`src/rtl/dc_input_buffer.sv`:
```
// Receiver-side decoupled input buffer: DEPTH-entry FIFO on the srdy/drdy protocol.
// c_drdy and p_srdy come only from registers, so no combinational path crosses the block.
module dc_input_buffer #(
  parameter int WIDTH = 16,
  parameter int DEPTH = 2,
  localparam int CW = $clog2(DEPTH) + 1
) (
  input  logic             clock,
  input  logic             reset,
  input  logic             c_srdy,
  output logic             c_drdy,
  input  logic [WIDTH-1:0] c_data,
  output logic             p_srdy,
  input  logic             p_drdy,
  output logic [WIDTH-1:0] p_data,
  output logic [CW-1:0]    usage,
  output logic             ovf_error
);

  localparam int AW = $clog2(DEPTH);

  logic [WIDTH-1:0] mem [DEPTH];
  logic [AW-1:0]    rd_ptr;
  logic [AW-1:0]    wr_ptr;
  logic [CW-1:0]    usage_next;
  logic             full;
  logic             enq_attempt;
  logic             enq;
  logic             deq;

  assign full        = (usage == CW'(DEPTH));
  assign enq_attempt = c_srdy & c_drdy;
  // The full gate is redundant while c_drdy is healthy; it keeps a corrupted
  // c_drdy from overwriting the head entry.
  assign enq         = enq_attempt & ~full;
  assign deq         = p_srdy & p_drdy;

  always_comb begin
    usage_next = usage;
    case ({enq, deq})
      2'b10:   usage_next = usage + 1'b1;
      2'b01:   usage_next = usage - 1'b1;
      default: usage_next = usage;
    endcase
  end

  always_ff @(posedge clock) begin
    if (!reset) begin
      rd_ptr    <= '0;
      wr_ptr    <= '0;
      usage     <= '0;
      c_drdy    <= 1'b0;
      p_srdy    <= 1'b0;
      ovf_error <= 1'b0;
    end else begin
      if (enq) wr_ptr <= wr_ptr + 1'b1;
      if (deq) rd_ptr <= rd_ptr + 1'b1;
      usage     <= usage_next;
      c_drdy    <= (usage_next < CW'(DEPTH));
      p_srdy    <= (usage_next != '0);
      if (enq_attempt && full) ovf_error <= 1'b1;
    end
  end

  // Storage is intentionally left uncleared by reset.
  always_ff @(posedge clock) begin
    if (reset && enq) mem[wr_ptr] <= c_data;
  end

  assign p_data = mem[rd_ptr];

  property p_hold;
    @(posedge clock) disable iff (!reset)
      (p_srdy && !p_drdy) |=> (p_srdy && $stable(p_data));
  endproperty
  a_hold: assert property (p_hold);

  a_no_ovf: assert property (@(posedge clock) disable iff (!reset) !ovf_error);

endmodule
```
`config.mk`:
```
export PLATFORM = sky130hd
export DESIGN_NAME = dc_input_buffer
export DESIGN_NICKNAME = d
export VERILOG_FILES = /design/src/rtl/dc_input_buffer.sv
export SDC_FILE = /design/constraint.sdc
export NUM_CORES = 1
export LEC_CHECK = 0
export CORE_AREA = 2 2 49 73
export CTS_CLUSTER_DIAMETER = 50
export DETAILED_ROUTE_END_ITERATION = 10
export DIE_AREA = 0 0 51 75
export GPL_TIMING_DRIVEN = 1
export PLACE_DENSITY = 0.91
export RECOVER_POWER = 100
export SYNTH_ARGS = -nofsm -noshare
export SYNTH_HDL_FRONTEND = slang
export SYNTH_SLANG_ARGS = --single-unit
export TNS_END_PERCENT = 10
```
`constraint.sdc`:
```
create_clock -name clock -period 4.2 [get_ports clock]
set_input_delay 0.42 -clock clock [delete_from_list [all_inputs] [get_ports clock]]
set_output_delay 0.42 -clock clock [all_outputs]
set_load 0.01 [all_outputs]
```
### Word-level counts from Yosys, hierarchy flattened

Memory sizes are Yosys's and may differ from the RTL's. A register that Yosys moved wholly into a read port is not among the register bits.
Cells that the tools add are included.

| operators by class | value |
|---|---|
| $add $sub $neg | 4 |
| magnitude comparators | 1 |
| equal/unequal tests | 3 |
| mux-type cells | 5 |
| bitwise gates (word level) | 4 |
| reductions and logical operators | 3 |

Operators by type and width:

| cell | count |
|---|---|
| $eq A2 B2 Y1 const B | 2 |
| $mux W1 | 4 |
| $pmux W2 S2 | 1 |
| $and A1 B1 Y1 | 3 |
| $add A1 B1 Y1 const B | 2 |
| $add A2 B1 Y2 const B | 1 |
| $eq A2 B1 Y1 const B | 1 |
| $logic_and A1 B1 Y1 | 2 |
| $lt A2 B2 Y1 const B | 1 |
| $reduce_bool A2 Y1 | 1 |
| $sub A2 B1 Y2 const B | 1 |
| $not A1 Y1 | 1 |

| storage, ports and cells | value |
|---|---|
| register bits after elaboration | 7 |
| bits in writable memories | 32 |
| output and inout port bits | 21 |
| word-level logic and storage cells | 27 |
| memories | 1 |

Memories:

| memory | words | bits a word | read ports | clocked after memory_dff | write ports | line | source |
|---|---|---|---|---|---|---|---|
| mem | 2 | 16 | 1 | 1 | 1 | 22 | `logic [WIDTH-1:0] mem [DEPTH];` |

### Longest topological paths before layout

| depth | value |
|---|---|
| word-level depth | 6 |
| depth in mapped cells | 6 |

### Least setup slack after synthesis

Ideal clock, no wire load.

| path | value |
|---|---|
| kind | reg-to-reg |
| start | register usage[0] |
| end | memory mem[0][0], enable pin |
| setup time | 409 ps |
| data arrival time | 1880 ps |
| slack | 1911 ps |
| cell stages (with the launch flop) | 4 |
| path buffers | 0 |
| period minus slack after synthesis | 2289 ps |
| cells stage by stage | dfxtp_1 nand2b_2 nand3_2 nor3_1 |

| between the ends | value |
|---|---|
| cells in the longest elaborated chain, start to end | 6 |

RTL lines:

| what | line | source |
|---|---|---|
| from (decl) | 16 | `output logic [CW-1:0] usage,` |
| from (signal assigned) | 58 | `usage <= usage_next;` |
| $eq A2 B2 Y1 | 31 | `assign full = (usage == CW'(DEPTH));` |
| $not A1 Y1 | 35 | `assign enq = enq_attempt & ~full;` |
| $and A1 B1 Y1 | 35 |  |
| $logic_and A1 B1 Y1 | 67 | `if (reset && enq) mem[wr_ptr] <= c_data;` |
| $mux W1 | 67 |  |
| $mux W1 (implied by the code) | 67 |  |
| to (decl) | 22 |  |

Every way passes these cells.

### Worst setup path in the final report

| path | value |
|---|---|
| start | input port reset |
| end | memory mem[0][15], enable pin |

| between the ends | value |
|---|---|
| cells in the longest elaborated chain, start to end | 3 |

RTL lines:

| what | line | source |
|---|---|---|
| from (decl) | 9 | `input logic reset,` |
| $logic_and A1 B1 Y1 | 67 |  |
| $mux W1 | 67 |  |
| $mux W1 (implied by the code) | 67 |  |

Every way passes these cells.

==> impl_metrics.py <==
metrics = {
    "run_status": {
        "status": "finished with violations",
        "violations": "max-capacitance violations, max-slew violations",
    },
    "timing": {
        "fin_crit_ns": 2.87,
        "final_hold_viol_count": 0,
        "maxSlewViolCount": 34,
        "relSlewSlack_pct": -40.9,
        "rsz0062_at_grt": "false",
        "clock.fmax_mhz": 348,
        "finalCritPeriodShare_pct": 68.3,
        "setup_violations": 0,
        "skew_ns": 0.00137,
        "tns_ns": 0,
        "worst_slew_pin_slew_ns": 2.10,
    },
    "route": {
        "drt_first_pass_iters": 4,
        "via_count": 853,
        "routed_via_density": 4.90,
        "wl_um": 2400,
        "wl_per_cell_um": 13.8,
        "antenna_left": 0,
        "drt_iter0_markers": 18,
        "drc": 0,
    },
    "pwr": {
        "total_power_w": 0.00104,
        "powerDensity_nw_per_um2": 505,
        "leakage_nw": 0.709,
        "peakVddDrop_v": 0.000412,
    },
    "global_route": {
        "grt_pass1_vias": 920,
        "grt_pass1_wl_um": 3700,
        "grtUsageTotal_pct": 13.4,
        "grt_start_max_net_pins": 17,
        "grt_overflow": 0,
        "grt_antenna_before_repair": 0,
    },
    "clock_tree": {
        "htreeDepth": 2,
        "clock_latency_ns": 0.27,
        "clk_path_buf_depth": 2,
        "cts_sinks": 40,
        "clkTransAtPathRegs_ns": 0.07,
        "post_cts_buffers": 0,
        "cts_root_buffer": "clkbuf_8",
        "cts_buffers": 5,
        "cts_tree": "done",
        "cts_hold_buf": 0,
        "ctsResizeCount": 0,
    },
    "synth": {
        "ys_types": 23,
        "synth-simple-area-share_pct": 7.29,
        "muxShareOfSynthArea_pct": 13.1,
        "synth_edf_count": 32,
        "ys_warn_count": 0,
        "synthFlopType": "edfxtp_1",
        "synth_compound_area_share_pct": 1.72,
        "synth_nets": 109,
        "seq_area_frac_synth_pct": 73.4,
        "synth_cells": 88,
        "synth_xor_area_share_pct": 1.72,
        "yosys.area_share.adder_pct": 0.819,
        "async_flop_share_pct": 0,
        "synth_top_family_by_area": "multiplexers",
        "ys_ff_latch": 40,
        "syn_avg_cell_area_um2": 17.4,
        "syn_area_um2": 1530,
    },
    "floorplan": {
        "die_width_um": 51,
        "core_area_um2": 3160,
        "rows": 25,
        "start_util_pct": 48.4,
        "io_pins": 41,
        "dieArea_um2": 3830,
        "die_h_um": 75,
    },
    "finish": {
        "nets": 154,
        "area_delta_synth_final_pct": 34.2,
        "multiInputGateArea_um2": 364,
        "diodes": 0,
        "fillers": 224,
        "final-instance-count-excl-fill": 174,
        "seq_area_um2": 1120,
        "drive_gt1_share_pct": 17.9,
    },
    "setup_path": {
        "endpoint_kind": "flop",
        "cp_num_buf_inv": 2,
        "crit_chain": "clkdlybuf4s50_1 -> inv_1 -> nor3_1",
        "worstPathRequired_ns": 4.06,
        "cp_max_fo": 16,
        "critPathSlowestCell": "nor3_1",
        "cpPeakStageDelay_ns": 1.63,
        "cpLargestDelayFamily": "simple AND/OR/NAND/NOR gates",
        "critPathArrivalTime_ns": 2.73,
        "setup.worst_path.start_class": "input port",
        "reg2reg_slack_ns": 1.43,
        "setup.worst_path.class": "input port to flop",
    },
    "placed_design": {
        "place.gp.congestion": 0.697,
        "placedCellCount": 166,
        "hpwl_um": 1770,
        "port-buffer-count": 40,
    },
    "hold_path": {
        "min-delay-path-class": "flop to flop",
    },
    "run": {
        "drv_cap": 2,
    },
}
## logic make-up (layout without fill, tap and decap cells)
logic type | count (synthesis) | after routing
AO/OA/AOI/OAI | 4 | 4
buffers and inverters | 4 | 50
flip-flops | 40 | 40
multiplexers | 18 | 18
XOR/XNOR | 3 | 3
AND/OR/NAND/NOR | 18 | 18
adder cells (fa/ha/maj) | 1 | 1
## synth_stat cells, types with 2 or more instances
cell	instances	area share, %
mux2_2	16	12
inv_1	2	0.49
buf_6	2	1.5
mux2i_1	2	1.3
dfxtp_1	8	10
o21a_1	2	0.98
nor2_1	4	0.98
edfxtp_1	32	63
nand2b_1	2	0.82
nor3_1	3	0.98
nand2_1	2	0.49
xnor2_1	2	1.1
## metrics by stage
step	setup WS (ns)	utilization, %	hold slack (ns)	instance area, µm²
floorplan	1.91	-	0.481	1530
global placement	1.74	62.2	0.477	1970
detailed placement	1.67	62.2	0.472	1970
CTS	1.77	65.6	0.498	2070
global route	1.09	64.9	0.524	2050
finish	1.33	64.9	0.479	2050
## per-layer routing
layer	routed length (µm)	vias to the layer above	share of wire (%)	global-route usage [%]
met2	1350	31	56	27.6
met3	140	5	5.8	3.77
met4	41	0	1.7	6.31
met5	0	-	0	0
met1	870	400	36	11.3
li1	-	417	-	-
## power breakdown
part           internal, W  total, W  switching [W]
logic             0.000140  0.000238      0.0000979
clock network     0.000176  0.000291       0.000115
registers         0.000471  0.000508      0.0000370
total             0.000787   0.00104       0.000249
## state kept, by name, indices dropped and copies added (netlist names), named ones only
register / flops
mem: 32
usage: 2
c_drdy: 1
ovf_error: 1
p_srdy: 1
rd_ptr: 1
wr_ptr: 1
## cells in the final DEF, fill, tap and decap left out, types with 2 or more instances in the layout
cell / instances
clkbuf_8: 5
o21a_1: 2
inv_1: 2
edfxtp_1: 32
dfxtp_1: 8
xnor2_1: 2
mux2i_1: 2
mux2_2: 16
dlygate4sd3_1: 39
nand2b_1: 2
nand2_1: 2
nor3_1: 3
nor2_1: 5
## final timing paths
kind / startpoint / cells after the start / to
worst max-delay path: reset / 3 / mem[0][15]$_DFFE_PP_
worst min-delay path: ovf_error$_SDFFE_PN0P_ / 1 / ovf_error$_SDFFE_PN0P_
worst max register to register: usage[0]$_SDFF_PN0_ / 3 / mem[0][15]$_DFFE_PP_
worst min register to register: ovf_error$_SDFFE_PN0P_ / 1 / ovf_error$_SDFFE_PN0P_
## area by class of cell
type	instances	area share, %
Sequential cell	40	54.7
Timing Repair Buffer	40	19.5
Multi-Input combinational cell	44	17.8
Clock buffer	6	3.54
Tap cell	40	2.44
Clock inverter	2	1.71
Inverter	2	0.366
No activity file was read; power rests on OpenSTA's default activity.
